## config.mk

```make
export PLATFORM = sky130hd
export DESIGN_NAME = shift_register_universal
export DESIGN_NICKNAME = d
export VERILOG_FILES = /design/src/rtl/shift_register_pkg.sv /design/src/rtl/shift_register_word_counter.sv /design/src/rtl/shift_register_universal.sv
export SDC_FILE = /design/constraint.sdc
export NUM_CORES = 1
export LEC_CHECK = 0
export CORE_ASPECT_RATIO = 0.9
export CORE_MARGIN = 8
export CORE_UTILIZATION = 35
export CTS_CLUSTER_SIZE = 40
export DETAILED_ROUTE_END_ITERATION = 7
export HOLD_SLACK_MARGIN = 0.12
export PLACE_DENSITY_LB_ADDON = 0.08
export SLEW_MARGIN = 20
export SYNTH_ARGS = -nofsm -noshare
export SYNTH_HDL_FRONTEND = slang
export SYNTH_SLANG_ARGS = --single-unit
export TNS_END_PERCENT = 50
```

## constraint.sdc

```tcl
create_clock -name clk -period 2.9 [get_ports clk]
set_clock_uncertainty 0.1 [all_clocks]
set_input_delay 0.58 -clock clk [delete_from_list [all_inputs] [get_ports clk]]
set_output_delay 0.58 -clock clk [all_outputs]
set_load 0.02 [all_outputs]
```

## src/rtl/shift_register_pkg.sv

```systemverilog
// Shared definitions for the universal shift register: operation encodings
// and the helper that sizes the shift counter from the register width.
package shift_register_pkg;

    typedef enum logic [1:0] {
        SHREG_HOLD = 2'b00,
        SHREG_SHL  = 2'b01,
        SHREG_SHR  = 2'b10,
        SHREG_LOAD = 2'b11
    } shreg_mode_e;

    // Counter width able to hold 0..width-1; never narrower than one bit.
    function automatic int shreg_cnt_width(input int width);
        int w;
        w = $clog2(width);
        if (w < 1) begin
            return 1;
        end else begin
            return w;
        end
    endfunction

endpackage

```

## src/rtl/shift_register_word_counter.sv

```systemverilog
// Word framing counter: counts enabled shifts modulo WIDTH and pulses
// word_done for one cycle after the shift that completes a word.
module shift_register_word_counter
    import shift_register_pkg::*;
#(
    parameter  int WIDTH = 32,
    localparam int CNT_W = shreg_cnt_width(WIDTH)
) (
    input  logic             clk,
    input  logic             rst_n,
    input  logic             shift_en,
    input  logic             clear,
    output logic [CNT_W-1:0] bit_cnt,
    output logic             word_done
);

    localparam logic [CNT_W-1:0] CNT_LAST = CNT_W'(WIDTH - 1);
    localparam logic [CNT_W-1:0] CNT_ONE  = CNT_W'(1);
    localparam logic [CNT_W-1:0] CNT_ZERO = {CNT_W{1'b0}};

    logic [CNT_W-1:0] bit_cnt_d;
    logic [CNT_W-1:0] bit_cnt_q;
    logic             word_done_d;
    logic             word_done_q;

    // Next count and pulse; a load clears the count, the pulse drops whenever no wrap occurs.
    always_comb begin
        bit_cnt_d   = bit_cnt_q;
        word_done_d = 1'b0;
        if (clear) begin
            bit_cnt_d = CNT_ZERO;
        end else if (shift_en) begin
            if (bit_cnt_q == CNT_LAST) begin
                bit_cnt_d   = CNT_ZERO;
                word_done_d = 1'b1;
            end else begin
                bit_cnt_d = bit_cnt_q + CNT_ONE;
            end
        end else begin
            bit_cnt_d = bit_cnt_q;
        end
    end

    // Counter and pulse flops; the pulse register updates every cycle so it never stretches.
    always_ff @(posedge clk or negedge rst_n) begin
        if (!rst_n) begin
            bit_cnt_q   <= CNT_ZERO;
            word_done_q <= 1'b0;
        end else begin
            bit_cnt_q   <= bit_cnt_d;
            word_done_q <= word_done_d;
        end
    end

    assign bit_cnt   = bit_cnt_q;
    assign word_done = word_done_q;

endmodule

```

## src/rtl/shift_register_universal.sv

```systemverilog
// Universal shift register (SISO/SIPO/PISO/PIPO) with word framing counter.
// Optional rotate support is enabled by defining SHIFT_REGISTER_ROTATE_EN,
// which adds the rot input that recirculates the exiting bit.
module shift_register_universal
    import shift_register_pkg::*;
#(
    parameter  int WIDTH = 32,
    localparam int CNT_W = shreg_cnt_width(WIDTH)
) (
    input  logic             clk,
    input  logic             rst_n,
    input  logic             clken,
    input  logic [1:0]       mode,
`ifdef SHIFT_REGISTER_ROTATE_EN
    input  logic             rot,
`endif
    input  logic             si,
    input  logic [WIDTH-1:0] pdin,
    output logic             so,
    output logic [WIDTH-1:0] pdout,
    output logic [CNT_W-1:0] bit_cnt,
    output logic             word_done
);

    shreg_mode_e      mode_s;
    logic [WIDTH-1:0] shreg_d;
    logic [WIDTH-1:0] shreg_q;
    logic             fill_shl_s;
    logic             fill_shr_s;
    logic             shift_en_s;
    logic             clear_s;

    assign mode_s = shreg_mode_e'(mode);

`ifdef SHIFT_REGISTER_ROTATE_EN
    assign fill_shl_s = rot ? shreg_q[WIDTH-1] : si;
    assign fill_shr_s = rot ? shreg_q[0]       : si;
`else
    assign fill_shl_s = si;
    assign fill_shr_s = si;
`endif

    // Next register contents and counter controls, decoded from mode when enabled.
    always_comb begin
        shreg_d    = shreg_q;
        shift_en_s = 1'b0;
        clear_s    = 1'b0;
        if (clken) begin
            case (mode_s)
                SHREG_HOLD: begin
                    shreg_d = shreg_q;
                end
                SHREG_SHL: begin
                    shreg_d    = {shreg_q[WIDTH-2:0], fill_shl_s};
                    shift_en_s = 1'b1;
                end
                SHREG_SHR: begin
                    shreg_d    = {fill_shr_s, shreg_q[WIDTH-1:1]};
                    shift_en_s = 1'b1;
                end
                SHREG_LOAD: begin
                    shreg_d = pdin;
                    clear_s = 1'b1;
                end
                default: begin
                    shreg_d = shreg_q;
                end
            endcase
        end else begin
            shreg_d = shreg_q;
        end
    end

    // Shift register state.
    always_ff @(posedge clk or negedge rst_n) begin
        if (!rst_n) begin
            shreg_q <= {WIDTH{1'b0}};
        end else begin
            shreg_q <= shreg_d;
        end
    end

    shift_register_word_counter #(
        .WIDTH (WIDTH)
    ) u_word_counter (
        .clk       (clk),
        .rst_n     (rst_n),
        .shift_en  (shift_en_s),
        .clear     (clear_s),
        .bit_cnt   (bit_cnt),
        .word_done (word_done)
    );

    // so shows the bit the next shift in the selected direction drops.
    assign so    = (mode_s == SHREG_SHR) ? shreg_q[0] : shreg_q[WIDTH-1];
    assign pdout = shreg_q;

endmodule
```

==> impl_metrics.env <==
export IMPL_outcome="complete, no violations"
export IMPL_finalNetCount=332
export IMPL_timing_final_crit_share_pct=86.6
export IMPL_dp_hpwl_mm=3.91
export IMPL_drcViolationCount=0
export IMPL_cp_startpoint="mode[0]"
export IMPL_syn_num_nets=259
export IMPL_core_sq_um=5560
export IMPL_grt_use_total_pct=13.9
export IMPL_power_switching_share_pct=34.8
export IMPL_cp_start_kind="input port"
export IMPL_dieHeight_um=87.4
export IMPL_cts_htree_levels=2
export IMPL_dieArea_sq_um=8330
export IMPL_reg2reg_slack_ns=0.96
export IMPL_hold_path_class="in2async"
export IMPL_cts_sinks=38
export IMPL_r2r_end="u_word_counter.bit_cnt[3]$_DFFE_PN0P_"
export IMPL_syn_area_sq_um=1980
export IMPL_grt_pass1_vias=1881
export IMPL_dpl_cell_area_sq_um=2800
export IMPL_grt_ovfl_total=0
export IMPL_die_width_um=95.3
export IMPL_setup_violations=0
export IMPL_slew_headroom_pct=41.6
export IMPL_path_class="in2out"
export IMPL_power_frac_seq_pct=42.3
export IMPL_p_per_area_nw_per_um2=612
export IMPL_cts_hold_buffers=0
export IMPL_p_int_mw=1.16
export IMPL_start_util_pct=35.6
export IMPL_grt_pass1_wl_mm=9.13
export IMPL_worst_pin_slew_ns=0.876
export IMPL_vias=1836
export IMPL_clk_insertion_delay_late_ns=0.29
export IMPL_end_kind="output port"
export IMPL_rsz0062_at_grt="no"
export IMPL_irDropWorstVdd_v=0.000294
export IMPL_port_buffers=76
export IMPL_r2r_start="u_word_counter.bit_cnt[0]$_DFFE_PN0P_"
export IMPL_slowest_delay_ns=0.42
export IMPL_viasPerCell=5.10
export IMPL_final_area_sq_um=2900
export IMPL_crit_required_ns=2.22
export IMPL_rr_worst_depth=5
export IMPL_yosys_warnings=0
export IMPL_maxCapViolCount=0
export IMPL_yosysSeqAreaShare_pct=48.0
export IMPL_antenna_found_initial=0
export IMPL_hold_viol=0
export IMPL_grt_start_max_net_pins=65
export IMPL_cts_tree="built"
export IMPL_clk_pin_slew_ns=0.08
export IMPL_path_delay_family="buffers and inverters"
export IMPL_area_growth_pct=46.1
export IMPL_crit_path_end="so"
export IMPL_io_pins=77
export IMPL_tns_ns=0
export IMPL_synth_seq_cells=38
export IMPL_arrival_ns=1.83
export IMPL_drtIter0Drc=108
export IMPL_antennaDiodeCount=0
export IMPL_drv_slew=0
export IMPL_path_cells="clkdlybuf4s50_1 -> inv_1 -> ha_1 -> mux2_2 -> dlymetal6s2s_1"
export IMPL_syn_inst=216
export IMPL_comb_power_share_pct=36.7
export IMPL_critPathSlowestCell="clkdlybuf4s50_1"
export IMPL_p_sw_mw=0.617
export IMPL_globalplace_congestion=0.773
export IMPL_clockRootBuffer="clkbuf_8"
export IMPL_cts_buffers=5
export IMPL_path_depth=5
export IMPL_max_freq_mhz=398
export IMPL_yosysUniqueCellTypes=23
export IMPL_critical_path_max_fanout=2
export IMPL_final_antenna_net_count=0
export IMPL_postSynthAreaPerCell_sq_um=9.18
export IMPL_drive_gt1_share_pct=6.55
export IMPL_finalWirelength_mm=5.62
export IMPL_clockPowerShare_pct=21.0
export IMPL_total_power_mw=1.77
export IMPL_cp_num_buf_inv=3
export IMPL_ctsLongestPathBuffers=2
export IMPL_first_pass_iters=4
export IMPL_rows=26
export IMPL_post_route_min_period_ns=2.51
export IMPL_wire_per_inst_um=15.6
export IMPL_leakagePower_nw=1.25
-- kinds of logic (layout without fill, tap and decap cells) --
logic type | count (synthesis) | after routing | share of synthesized area (%)
AOI/OAI and AO/OA | 105 | 105 | 33.6
and+or+nand+nor | 46 | 46 | 9.79
adders and majority gates | 5 | 5 | 3.16
DFF | 38 | 38 | 48.0
muxes | 1 | 1 | 0.568
buffers and inverters | 21 | 95 | 4.86
-- placed cells by master, fill, tap and decap left out --
| master | n |
|---|---|
| and2_1 | 1 |
| inv_1 | 3 |
| a32oi_1 | 1 |
| nor2_2 | 1 |
| clkdlybuf4s50_1 | 74 |
| a21oi_1 | 32 |
| o21ai_0 | 18 |
| nand3_1 | 2 |
| and3_1 | 1 |
| nand2b_2 | 1 |
| nand2_1 | 33 |
| buf_4 | 8 |
| buf_2 | 1 |
| clkbuf_1 | 1 |
| o21ai_1 | 17 |
| o2bb2ai_1 | 1 |
| ha_1 | 5 |
| dfrtp_1 | 38 |
| dlymetal6s2s_1 | 1 |
| nor2b_1 | 2 |
| clkbuf_8 | 6 |
| a22o_1 | 35 |
| clkinv_2 | 1 |
| nor2_1 | 4 |
| o211ai_1 | 1 |
| or4_1 | 1 |
| mux2_2 | 1 |
-- sequential cells by signal, indices dropped and copies added, names as in the netlist --
signal	flops
pdout	32
u_word_counter.bit_cnt	5
u_word_counter.word_done	1
-- routing by layer --
layer | track usage (%) | wire length (um) | vias to the layer above
met3 | 4.48 | 410 | 8
met2 | 22.6 | 2580 | 42
met5 | 0 | 0 | -
li1 | - | - | 933
met4 | 5.10 | 63 | 0
met1 | 16.7 | 2560 | 853
-- cell usage after synthesis --
library cell,count,area share [%]
nand3_1,2,0.51
o2bb2ai_1,1,0.44
and3_1,1,0.32
or4_1,1,0.38
buf_4,1,0.38
a21oi_1,32,8.1
a22o_1,35,15
buf_2,11,2.8
ha_1,5,3.2
dfrtp_1,38,48
nand2_1,33,6.3
mux2_2,1,0.57
o21ai_0,18,4.5
nor2_1,4,0.76
clkbuf_1,6,1.1
nand2b_1,1,0.32
nor2b_1,2,0.63
a32oi_1,1,0.44
nor2_2,1,0.32
inv_1,3,0.57
o21ai_1,17,4.3
o211ai_1,1,0.38
and2_1,1,0.32
-- worst min path at each step --
stage | startpoint | to | cells after the start
after floorplan | rst_n | pdout[0]$_DFFE_PN0P_ | 0
after global placement | u_word_counter.bit_cnt[4]$_DFFE_PN0P_ | u_word_counter.bit_cnt[4]$_DFFE_PN0P_ | 1
after detailed placement | pdout[22]$_DFFE_PN0P_ | pdout[22]$_DFFE_PN0P_ | 2
after CTS | rst_n | pdout[4]$_DFFE_PN0P_ | 1
after global routing | rst_n | pdout[11]$_DFFE_PN0P_ | 1
final | rst_n | pdout[4]$_DFFE_PN0P_ | 1
-- metrics by stage --
stage / instances / setup slack [ns] / hold slack [ns] / util [%]
after global placement: 352 / 0.0205 / 0.419 / 50.4
after CTS: 360 / 0.0147 / 0.333 / 52.0
after floorplan: 216 / 0.723 / 0.184 / -
after global routing: 360 / 0.312 / 0.373 / 52.1
final: 360 / 0.388 / 0.309 / 52.1
after detailed placement: 352 / 0.0160 / 0.435 / 50.4
-- layout make-up --
type | instances | area [sq um]
clock buffers | 7 | 86.3
fillers | 559 | 2670
repair buffers | 84 | 818
flip-flops and latches | 38 | 951
multi-input cells | 157 | 937
inverters | 3 | 11.3
well taps | 70 | 87.6
clock inverters | 1 | 5.00
-- power groups by stage --
stage / combinational, mW / clock (mW) / sequential [mW]
2_1_floorplan: 0.209 / 0 / 0.861
5_1_grt: 0.708 / 0.418 / 0.766
3_3_place_gp: 0.657 / 0 / 0.758
4_1_cts: 0.664 / 0.392 / 0.751
3_5_place_dp: 0.662 / 0 / 0.759
6_report: 0.651 / 0.373 / 0.749
-- timing repair --
action	CTS	global route
endpoints found under the setup margin	0	1
resized for setup	0	1
setup buffers	0	0
(Power assumes the default switching activity.)
